`src/rtl/alu_pkg.sv`:
```
// Shared types for the sequential ALU: operation codes, FSM states and the
// flag bundle, plus the signed-overflow helpers used by ADD and SUB.
package alu_pkg;

    typedef enum logic [2:0] {
        OP_ADD = 3'b000,
        OP_SUB = 3'b001,
        OP_AND = 3'b010,
        OP_OR  = 3'b011,
        OP_NOP = 3'b100,
        OP_XOR = 3'b101,
        OP_SLT = 3'b110,
        OP_MUL = 3'b111
    } op_e;

    typedef enum logic {
        S_IDLE = 1'b0,
        S_BUSY = 1'b1
    } state_e;

    typedef struct packed {
        logic zero;
        logic carry;
        logic overflow;
        logic negative;
    } flags_t;

    localparam flags_t FLAGS_RESET = '{zero: 1'b1, carry: 1'b0, overflow: 1'b0, negative: 1'b0};

    // Arguments are the sign bits of op1, op2 and the truncated result.
    function automatic logic add_overflow(input logic sa, input logic sb, input logic sr);
        return (sa == sb) && (sr != sa);
    endfunction

    function automatic logic sub_overflow(input logic sa, input logic sb, input logic sr);
        return (sa != sb) && (sr != sa);
    endfunction

endpackage

```
`src/rtl/alu_mul_iter.sv`:
```
// Iterative shift-add unsigned multiplier: one multiplier bit per enabled cycle,
// with done and product presented combinationally during the final step.
module alu_mul_iter
    import alu_pkg::*;
#(
    parameter int WIDTH = 16
) (
    input  logic               clk,
    input  logic               rst,
    input  logic               start,
    input  logic               en,
    input  logic [WIDTH-1:0]   op_a,
    input  logic [WIDTH-1:0]   op_b,
    output logic               done,
    output logic [2*WIDTH-1:0] product
);

    localparam int CNT_W = $clog2(WIDTH + 1);

    logic [2*WIDTH-1:0] mcand_q, mcand_d;
    logic [WIDTH-1:0]   mplier_q, mplier_d;
    logic [2*WIDTH-1:0] acc_q, acc_d;
    logic [CNT_W-1:0]   cnt_q, cnt_d;

    always_comb begin
        // NOTE: every signal assigned here gets a default first, so no path leaves it unassigned and no latch is inferred.
        mcand_d  = mcand_q;
        mplier_d = mplier_q;
        acc_d    = acc_q;
        cnt_d    = cnt_q;
        if (start) begin
            mcand_d  = {{WIDTH{1'b0}}, op_a};
            mplier_d = op_b;
            acc_d    = '0;
            cnt_d    = '0;
        end else if (en) begin
            if (mplier_q[0]) begin
                acc_d = acc_q + mcand_q;
            end
            mcand_d  = mcand_q << 1;
            mplier_d = mplier_q >> 1;
            cnt_d    = cnt_q + CNT_W'(1);
        end
    end

    // The last step's sum is handed out directly so the top can register it on the same edge.
    assign done    = en && (cnt_q == CNT_W'(WIDTH - 1));
    assign product = acc_d;

    // NOTE: the datapath registers are small, so they take the async reset too; this keeps the block fully deterministic out of reset.
    always_ff @(posedge clk or posedge rst) begin
        if (rst) begin
            // NOTE: sequential state uses non-blocking assignments so every flop samples pre-edge values.
            mcand_q  <= '0;
            mplier_q <= '0;
            acc_q    <= '0;
            cnt_q    <= '0;
        end else begin
            mcand_q  <= mcand_d;
            mplier_q <= mplier_d;
            acc_q    <= acc_d;
            cnt_q    <= cnt_d;
        end
    end

endmodule

```
`src/rtl/alu_seq.sv`:
```
// Registered ALU with handshake input: single-cycle logic/arithmetic ops and an
// iterative unsigned multiply, producing registered result, flags and a valid pulse.
module alu_seq
    import alu_pkg::*;
#(
    parameter int WIDTH = 16
) (
    input  logic               i_clk,
    input  logic               i_rst,
    input  logic               i_valid,
    output logic               o_ready,
    input  logic [WIDTH-1:0]   i_op1,
    input  logic [WIDTH-1:0]   i_op2,
    input  logic [2:0]         selector,
    output logic [2*WIDTH-1:0] Result_op,
    output logic               o_valid,
    output logic               Zeroflag,
    output logic               o_carry,
    output logic               o_overflow,
    output logic               o_negative
);

    op_e                op;
    state_e             state_q, state_d;
    logic [2*WIDTH-1:0] result_q, result_d;
    flags_t             flags_q, flags_d;
    logic               valid_q, valid_d;

    logic [WIDTH:0]     sum;
    logic [WIDTH:0]     diff;
    logic [WIDTH-1:0]   alu_val;
    flags_t             alu_flags;

    logic               mul_start;
    logic               mul_done;
    logic [2*WIDTH-1:0] mul_product;

    assign op   = op_e'(selector);
    assign sum  = {1'b0, i_op1} + {1'b0, i_op2};
    // The extra top bit of the difference is the unsigned borrow.
    assign diff = {1'b0, i_op1} - {1'b0, i_op2};

    always_comb begin
        alu_val            = '0;
        alu_flags          = '0;
        case (op)
            OP_ADD: begin
                alu_val            = sum[WIDTH-1:0];
                alu_flags.carry    = sum[WIDTH];
                alu_flags.overflow = add_overflow(i_op1[WIDTH-1], i_op2[WIDTH-1], sum[WIDTH-1]);
            end
            OP_SUB: begin
                alu_val            = diff[WIDTH-1:0];
                alu_flags.carry    = diff[WIDTH];
                alu_flags.overflow = sub_overflow(i_op1[WIDTH-1], i_op2[WIDTH-1], diff[WIDTH-1]);
            end
            OP_AND:  alu_val = i_op1 & i_op2;
            OP_OR:   alu_val = i_op1 | i_op2;
            OP_XOR:  alu_val = i_op1 ^ i_op2;
            OP_SLT:  alu_val = {{(WIDTH-1){1'b0}}, ($signed(i_op1) < $signed(i_op2))};
            default: alu_val = '0;
        endcase
        alu_flags.zero     = (alu_val == '0);
        alu_flags.negative = alu_val[WIDTH-1];
    end

    alu_mul_iter #(
        .WIDTH (WIDTH)
    ) u_mul (
        .clk     (i_clk),
        .rst     (i_rst),
        .start   (mul_start),
        .en      (state_q == S_BUSY),
        .op_a    (i_op1),
        .op_b    (i_op2),
        .done    (mul_done),
        .product (mul_product)
    );

    always_comb begin
        state_d   = state_q;
        result_d  = result_q;
        flags_d   = flags_q;
        valid_d   = 1'b0;
        mul_start = 1'b0;
        case (state_q)
            S_IDLE: begin
                if (i_valid) begin
                    if (op == OP_MUL) begin
                        mul_start = 1'b1;
                        state_d   = S_BUSY;
                    end else begin
                        valid_d = 1'b1;
                        if (op != OP_NOP) begin
                            result_d = {{WIDTH{1'b0}}, alu_val};
                            flags_d  = alu_flags;
                        end
                    end
                end
            end
            S_BUSY: begin
                if (mul_done) begin
                    result_d = mul_product;
                    flags_d  = '{zero: (mul_product == '0), carry: 1'b0, overflow: 1'b0,
                                 negative: mul_product[2*WIDTH-1]};
                    valid_d  = 1'b1;
                    state_d  = S_IDLE;
                end
            end
            default: state_d = S_IDLE;
        endcase
    end

    always_ff @(posedge i_clk or posedge i_rst) begin
        if (i_rst) begin
            state_q  <= S_IDLE;
            result_q <= '0;
            flags_q  <= FLAGS_RESET;
            valid_q  <= 1'b0;
        end else begin
            state_q  <= state_d;
            result_q <= result_d;
            flags_q  <= flags_d;
            valid_q  <= valid_d;
        end
    end

    assign o_ready    = (state_q == S_IDLE);
    assign o_valid    = valid_q;
    assign Result_op  = result_q;
    assign Zeroflag   = flags_q.zero;
    assign o_carry    = flags_q.carry;
    assign o_overflow = flags_q.overflow;
    assign o_negative = flags_q.negative;

endmodule

```
`config.mk`:
```
export PLATFORM = sky130hd
export DESIGN_NAME = alu_seq
export DESIGN_NICKNAME = d
export VERILOG_FILES = /design/src/rtl/alu_pkg.sv /design/src/rtl/alu_mul_iter.sv /design/src/rtl/alu_seq.sv
export SDC_FILE = /design/constraint.sdc
export NUM_CORES = 1
export LEC_CHECK = 0
export CAP_MARGIN = 5
export CORE_ASPECT_RATIO = 0.7
export CORE_MARGIN = 4
export CORE_UTILIZATION = 45
export DETAILED_ROUTE_END_ITERATION = 10
export PLACE_DENSITY = 0.62
export SKIP_LAST_GASP = 1
export SLEW_MARGIN = 20
export SYNTH_ARGS = -nofsm -noshare
export SYNTH_HDL_FRONTEND = slang
export SYNTH_SLANG_ARGS = --single-unit
```
`constraint.sdc`:
```
create_clock -name i_clk -period 5.2 [get_ports i_clk]
set_input_delay 1.3 -clock i_clk [delete_from_list [all_inputs] [get_ports i_clk]]
set_output_delay 1.3 -clock i_clk [all_outputs]
set_load 0.01 [all_outputs]
```
Word-level counts from Yosys, hierarchy flattened
Cells that the tools add are included.

Bits in registers: 123. Bits of input ports: 38. Output and inout port bits: 38.

Reduce and logical (&&, ||, !) cells: 8. $add $sub $neg: 4. Equal/unequal tests: 16. Bitwise logic cells: 4. Multiplexer cells: 30. $lt $le $gt $ge: 1.

Operator list (count): two-way mux 32 bit (9); one-hot mux 16 bit (6 select lines) (1); one-hot mux 32 bit (2 select lines) (1); adder 32 bit (1); logical NOT 32 bit (1); two-way mux 16 bit (2); adder 16 x 16 -> 17 bit (1); subtractor 16 x 16 -> 17 bit (1); bitwise AND 16 bit (1); logical NOT 16 bit (1); less-than comparator 16 bit (1); two-way mux 4 bit (4); bitwise OR 16 bit (1); bitwise XOR 16 bit (1); two-way mux 5 bit (2); equality test 3 bit (second input constant) (3); one-hot mux 4 bit (2 select lines) (1); two-way mux 1 bit (7); equality test 3 x 2 -> 1 bit (second input constant) (2); adder 5 x 1 -> 5 bit (second input constant) (1); equality test 5 x 4 -> 1 bit (second input constant) (1); != test 2 x 1 -> 1 bit (second input constant) (2); != test 2 bit (second input constant) (2); one-hot mux 1 bit (2 select lines) (2); other kinds (10) (14).

Logic depth before layout (Yosys ltp)
Gate-level depths: netlist of run 1.

Depth in word-level cells: 8. Depth in mapped cells: 14. Gate-level depth less buffers: 14.

Hierarchy
From an unflattened synthesis of run 1, not the netlist that was laid out.

Cells, all modules: 1128. Area total of the unflattened synthesis: 9671.8 um^2.

Modules (own cells, without submodules): alu_mul_iter (seq. area each 2127.0 um^2, cells an instance 554, times used 1, area each 5232.5 um^2); alu_seq (seq. area each 952.2 um^2, cells an instance 574, times used 1, area each 4439.3 um^2).

Worst setup path before layout of run 1
Ideal clock, no wire load.

Path kind: input port to flip-flop. From: input i_op1[0]. To: register flags_q, in the netlist Zeroflag. Library setup time: 97 ps. Arrival time: 3685 ps. Setup slack: 1418 ps. Stages: 12. Path through: ha_1 -> fa_1 -> xor2_1 -> mux2i_1 -> o21ai_0 -> a22o_1 -> or4b_1 -> nor4_4 -> nand4bb_1 -> nor4_2 -> a22oi_1 -> o41ai_2.

Word-level cells in the longest chain between the ends: 7. Elaborated cells between the ends (all ways): 12.

Ends and longest elaborated chain: start, declared (RTL line alu_seq.sv:12) `input logic [WIDTH-1:0] i_op1,`; subtractor 16 x 16 -> 17 bit, or another cell as far along (RTL line alu_seq.sv:41) `assign diff = {1'b0, i_op1} - {1'b0, i_op2};`; one-hot mux 16 bit (6 select lines) (*) (RTL line alu_seq.sv:46) `case (op)`; logical NOT 16 bit (*) (RTL line alu_seq.sv:63) `alu_flags.zero = (alu_val == '0);`; two-way mux 4 bit (*) (RTL line alu_seq.sv:94) `if (op != OP_NOP) begin`; two-way mux 4 bit (*) (RTL line alu_seq.sv:89) `if (op == OP_MUL) begin`; two-way mux 4 bit (*) (RTL line alu_seq.sv:88) `if (i_valid) begin`; one-hot mux 4 bit (2 select lines) (*) (RTL line alu_seq.sv:86) `case (state_q)`; end signal, assigned (RTL line alu_seq.sv:123) `flags_q <= flags_d;`; end, declared (RTL line alu_seq.sv:26) `flags_t flags_q, flags_d;`.

Every way passes the cells marked *; elsewhere a longest branch is shown, timed or not. The select of a mux whose other input is x is not followed. A chain may end at the register's enable or synchronous reset.

Worst setup path after layout of run 1
From: input i_op1[1]. To: register flags_q, in the netlist Zeroflag.

The elaborated chain is that of the path after synthesis.

==> flow_summary.ini, run 1 <==
[layout]
finalNonFillerCells = 1554
fillers = 1967
area_growth_pct = 17.1
postLayoutCoreUtil = 0.543
nNetsFinal = 1392
drive_gt1_frac = 0.0696
diodes = 0
final_common_cell = nand2_1
multi_input_area_sq_um = 6090
final_cell_mix = nand2_1, dfrtp_1, o21ai_0, nor2_1
ff_latch_area_sq_um = 3080

[synth]
synth_top_area_share = 0.313
synth-main-ff-cell = dfrtp_1
synth-seq-cells = 123
synthesis.area_sq_um = 9760
synth.distinct_cells = 84
syn_nets = 1345
synth_area_leaders = dfrtp_1, ha_1, nand2_1
synth_edf_count = 0
postSynthCellCount = 1218
syn_avg_cell_area_sq_um = 8.01
async_flop_share = 1.00
synth_seq_area_share = 0.316
yosys.area.top_type = dfrtp_1
synth_warnings = 0

[setup_path]
crit_path_end = Zeroflag
timing.rr.start = u_mul.mcand_q[0]
critPathKind = input port to register
cp_max_fo = 6
critPathTopFamily = compound AO/OA/AOI/OAI gates
start_kind = input port
worstPathCellList = clkdlybuf4s50_1 > inv_1 > ha_1 > o21ba_2 > nor4_1 > o31a_1 > o21ai_0 > a311o_2 > a21oi_1 > nand4bb_1 > nor4_2 > a22oi_1 > o41ai_2
endpoint_kind = register
rr_endpoint = Zeroflag
path_buf_inv = 2
crit_path_start = i_op1[1]
crit_path_top_delay_cell = clkdlybuf4s50_1
cp.arrival_ns = 4.83
slowest_delay_ns = 0.61
rrSetupSlack_ns = 1.16
crit_cells = 13
required_ns = 5.54
reg2reg_depth = 13

[run]
cap_viol_max_count = 0

[grt]
grt_use_met1 = 0.457
grt_pass1_wl_mm = 52.0
grt_pass1_vias = 8749
antenna_found_initial = 0
grtUsageTotal = 0.273
overflow = 0
met3_usage = 0.0721
grt.busiest_layer = met1
grt_max_degree = 64
met2_usage = 0.344

[routing]
post_drt_via_cell_ratio = 6.19
drtPass1Iterations = 5
drtIter0Drc = 1099
route.detailed.drc = 0
wl_mm = 33.1
ant_nets = 0
vias = 9616
wl_per_cell_um = 21.3

[power]
max-vdd-ir-drop_v = 0.000466
power_mw = 5.32
leakagePower_nw = 5.17
p_per_area_nw_per_um2 = 465

[clock_tree]
clkTransAtPathRegs_ns = 0.06
cts_buffer_depth = 2
cts_setup_buffers = 0
clock_sinks = 123
cts_max_level = 4
cts_root_buffer = clkbuf_16
ctsHoldBuffers = 0
cts_tree = done
cts_resized = 0
cts_buffers = 17
clk_latency_ns = 0.44

[sta]
period_share = 0.864
min_period_ns = 4.49
grt_setup_unrepaired = no
setup_violations = 0
fin_skew_ns = 0.0103
final_hold_viol_count = 0
tightest_slew_ns = 1.00
max_slew_margin = 0.326
whs_ns = 0.480
clock.fmax_mhz = 223
final.setup.tns_ns = 0
drv_slew = 0

[floorplan]
initial_core_util = 0.464
die_h_um = 131
rows = 44
die_area_sq_um = 24100
io_pins = 76
core_sq_um = 21000
die_w_um = 184

[place]
gp_congestion = 0.954
dp_hpwl_mm = 24.8
dp_cells = 1522
portBuffers = 75

[min_path]
min_path_type = register to register
hold_depth = 2

[outcome]
status = finished clean
area by class of cell:
cell class | count | area share
inverter | 71 | 0.0235
multi-input combinational | 949 | 0.533
clock buffer | 21 | 0.0403
sequential | 123 | 0.270
clock inverter | 11 | 0.0168
tap | 276 | 0.0302
timing repair buffer | 103 | 0.0863
how the worst min path moves through the flow:
stage / from / endpoint / slack, ns
2_1_floorplan: u_mul.cnt_q[3] / u_mul.cnt_q[3] / 0.45
3_3_place_gp: u_mul.mplier_q[1] / u_mul.mplier_q[0] / 0.46
5_1_grt: u_mul.mplier_q[13] / u_mul.mplier_q[12] / 0.52
3_5_place_dp: u_mul.mplier_q[13] / u_mul.mplier_q[12] / 0.47
6_report: u_mul.mplier_q[10] / u_mul.mplier_q[9] / 0.48
4_1_cts: u_mul.mplier_q[8] / u_mul.mplier_q[7] / 0.48
Yosys cell counts, drive strengths merged, types with 7 or more instances:
cell type / n
nand2b: 8
ha: 86
a31oi: 7
clkbuf: 51
inv: 71
a211oi: 25
a211o: 8
o21ai: 123
a22o: 10
and2: 12
nor2b: 8
buf: 24
nand2: 168
nor2: 104
xnor2: 9
a221o: 13
a21oi: 90
a21o: 17
a22oi: 9
xor2: 14
mux2i: 9
and3: 13
o21a: 12
o211ai: 21
nand4: 16
nor3: 18
nor4: 11
nand3: 30
dfrtp: 122
stage by stage:
step           worst slack (ns)  cell area [sq um]
2_1_floorplan             0.631               9760
3_3_place_gp              0.370              10800
3_5_place_dp              0.343              10800
4_1_cts                   0.773              11400
5_1_grt                   0.478              11400
6_report                  0.709              11400
flip-flops by register name (all words and copies together), names as in the netlist:
| signal | count |
|---|---|
| Result_op | 32 |
| Zeroflag | 1 |
| o_carry | 1 |
| o_negative | 1 |
| o_overflow | 1 |
| o_valid | 1 |
| state_q | 1 |
| u_mul.acc_q | 32 |
| u_mul.cnt_q | 5 |
| u_mul.mcand_q | 32 |
| u_mul.mplier_q | 16 |
metal layers:
layer	share of wire	vias up
met2	0.38	427
met1	0.51	4645
met3	0.098	37
li1	-	4507
met5	0	-
met4	0.014	0
worst min-delay path: stages, from the launching register on:
cell and delay, ns:
dfrtp_1 0.34, nand2_1 0.05, o21ai_0 0.06
kinds of logic (layout without fill, tap and decap cells):
family	after synthesis	after routing	synth area share
xor+xnor	23	23	0.0206
fa+ha+maj	89	89	0.116
mux	9	9	0.00962
buf+inv	146	206	0.0603
compound gates	414	414	0.281
simple gates	414	414	0.196
flops	123	123	0.316
report_power, final:
part | switching [mW] | internal, mW
combinational | 1.46 | 0.909
sequential | 0.322 | 1.29
clock | 0.461 | 0.874
total | 2.24 | 3.07
Note: power is estimated with default switching activity, not from simulation.
==> run 2, diff against run 1 <==
--- a/config.mk
+++ b/config.mk
@@ -8,9 +8,9 @@
 export CAP_MARGIN = 5
 export CORE_ASPECT_RATIO = 0.7
 export CORE_MARGIN = 4
-export CORE_UTILIZATION = 45
+export CORE_UTILIZATION = 23
 export DETAILED_ROUTE_END_ITERATION = 10
-export PLACE_DENSITY = 0.62
+export PLACE_DENSITY = 0.36
 export SKIP_LAST_GASP = 1
 export SLEW_MARGIN = 20
 export SYNTH_ARGS = -nofsm -noshare
==> run 2 against run 1 <==
Against the previous run: wire length increased by 18%; largest cell class unchanged; total power about the same; non-clock buffer count up 5; largest power group unchanged; die area is 90% higher; sequential share of layout area shrank 0.67 points; sequential power hardly changed; first-iteration DRC count is 25% lower.
==> flow_summary.ini, run 2 (synthesis gave the netlist of run 1 again) <==
[layout]
drive_gt1_frac = 0.0740
final_cell_mix = nand2_1, dfrtp_1, o21ai_0, nor2_1
diodes = 0
fin_area_sq_um = 11700
finalNonFillerCells = 1827
final_common_cell = nand2_1
nNetsFinal = 1397
area_growth_pct = 20.2

[sta]
clock.fmax_mhz = 211
final_hold_viol_count = 0
min_period_ns = 4.74
fin_skew_ns = 0.0204
tightest_slew_ns = 1.02
max_slew_margin = 0.314
period_share = 0.911
setup_violations = 0
drv_slew = 0
grt_setup_unrepaired = no
whs_ns = 0.489

[grt]
grt_max_degree = 81
grt_pass1_wl_mm = 59.6
antenna_found_initial = 1
overflow = 0
grtUsageTotal = 0.170
grt_pass1_vias = 9150

[setup_path]
path_buf_inv = 2
cp.arrival_ns = 5.09
cp_max_fo = 9
start_kind = input port
slowest_delay_ns = 0.54
critPathTopFamily = compound AO/OA/AOI/OAI gates
crit_path_top_delay_cell = clkdlybuf4s50_1
endpoint_kind = register
critPathKind = input port to register
rrSetupSlack_ns = 0.97
required_ns = 5.55
worstPathCellList = clkdlybuf4s50_1 > inv_1 > ha_1 > nor4_1 > nand2_1 > a31oi_1 > o221ai_1 > o21ba_2 > a21oi_1 > o21ai_0 > nor4_2 > a22oi_1 > o41ai_2

[floorplan]
die_h_um = 180
die_w_um = 254
initial_core_util = 0.236
io_pins = 76
die_area_sq_um = 45800
rows = 62
core_sq_um = 41400

[routing]
post_drt_via_cell_ratio = 5.15
drtPass1Iterations = 5
wl_mm = 39.1
ant_nets = 0
route.detailed.drc = 0
drtIter0Drc = 827
wl_per_cell_um = 21.4
vias = 9408

[clock_tree]
cts_buffers = 17
clk_latency_ns = 0.45
cts_resized = 0
cts_max_level = 4
ctsHoldBuffers = 0
cts_tree = done
cts_root_buffer = clkbuf_16
clock_sinks = 123
cts_setup_buffers = 0
clkTransAtPathRegs_ns = 0.07
cts_buffer_depth = 2

[power]
power_mw = 5.31
p_per_area_nw_per_um2 = 453
leakagePower_nw = 5.16
max-vdd-ir-drop_v = 0.000226

[run]
cap_viol_max_count = 0

[place]
dp_cells = 1795
gp_congestion = 0.855
dpl_cell_area_sq_um = 11100
dp_hpwl_mm = 29.4
portBuffers = 75

[min_path]
min_path_type = register to register

[outcome]
status = finished clean
==> run 2: path summary, 6_finish.rpt <==
check | start | endpoint | cells past startpoint
max reg2reg | u_mul.acc_q[1] | Zeroflag | 11
min in group asynchronous | i_rst | u_mul.acc_q[16] | 2
min | u_mul.mplier_q[8] | u_mul.mplier_q[7] | 2
max in group asynchronous | i_rst | Zeroflag | 3
min reg2reg | u_mul.mplier_q[8] | u_mul.mplier_q[7] | 2
max | i_op1[9] | Zeroflag | 13
==> run 2: cell type report <==
cell class	count	area [sq um]
tap	544	681
sequential	123	3080
clock inverter	12	136
fill	4499	29700
inverter	71	272
clock buffer	20	447
timing repair buffer	108	1010
multi-input combinational	949	6090
==> run 2: routing by layer <==
| layer | track usage | vias to the layer above | wire (um) |
|---|---|---|---|
| met3 | 0.0330 | 23 | 1990 |
| met1 | 0.273 | 4622 | 21100 |
| met4 | 0.0357 | 2 | 548 |
| met5 | 0 | - | 7 |
| li1 | - | 4502 | - |
| met2 | 0.230 | 259 | 15500 |
==> run 2: stage by stage <==
stage | worst slack, ns | setup TNS, ns | util
floorplan | 0.631 | 0 | -
global placement | -0.0624 | -0.0624 | 0.269
detailed placement | -0.0489 | -0.0489 | 0.269
CTS | 0.416 | 0 | 0.283
global route | 0.137 | 0 | 0.283
finish | 0.465 | 0 | 0.283
==> run 2: worst register-to-register path: stages (launching register included) <==
cell and delay [ns]:
dfrtp_1 0.44, ha_1 0.34, a211oi_1 0.44, o21ai_1 0.26, a211o_1 0.36, a31oi_1 0.53, o41ai_1 0.16, xnor2_1 0.20
o21ai_1 0.13, nor4_1 0.68, nand4_1 0.33, o41ai_2 0.27
==> run 2: power by group <==
group,switching [mW],total [mW],internal (mW)
registers,0.341,1.63,1.29
logic,1.52,2.45,0.926
clock network,0.509,1.23,0.723
==> run 3, diff against run 2 <==
--- a/config.mk
+++ b/config.mk
@@ -5,6 +5,7 @@
 export SDC_FILE = /design/constraint.sdc
 export NUM_CORES = 1
 export LEC_CHECK = 0
+export ABC_CLOCK_PERIOD_IN_PS = 5200
 export CAP_MARGIN = 5
 export CORE_ASPECT_RATIO = 0.7
 export CORE_MARGIN = 4
==> results of run 3 <==
Same layout as run 2: the final DEF is identical, and so are final timing and power.
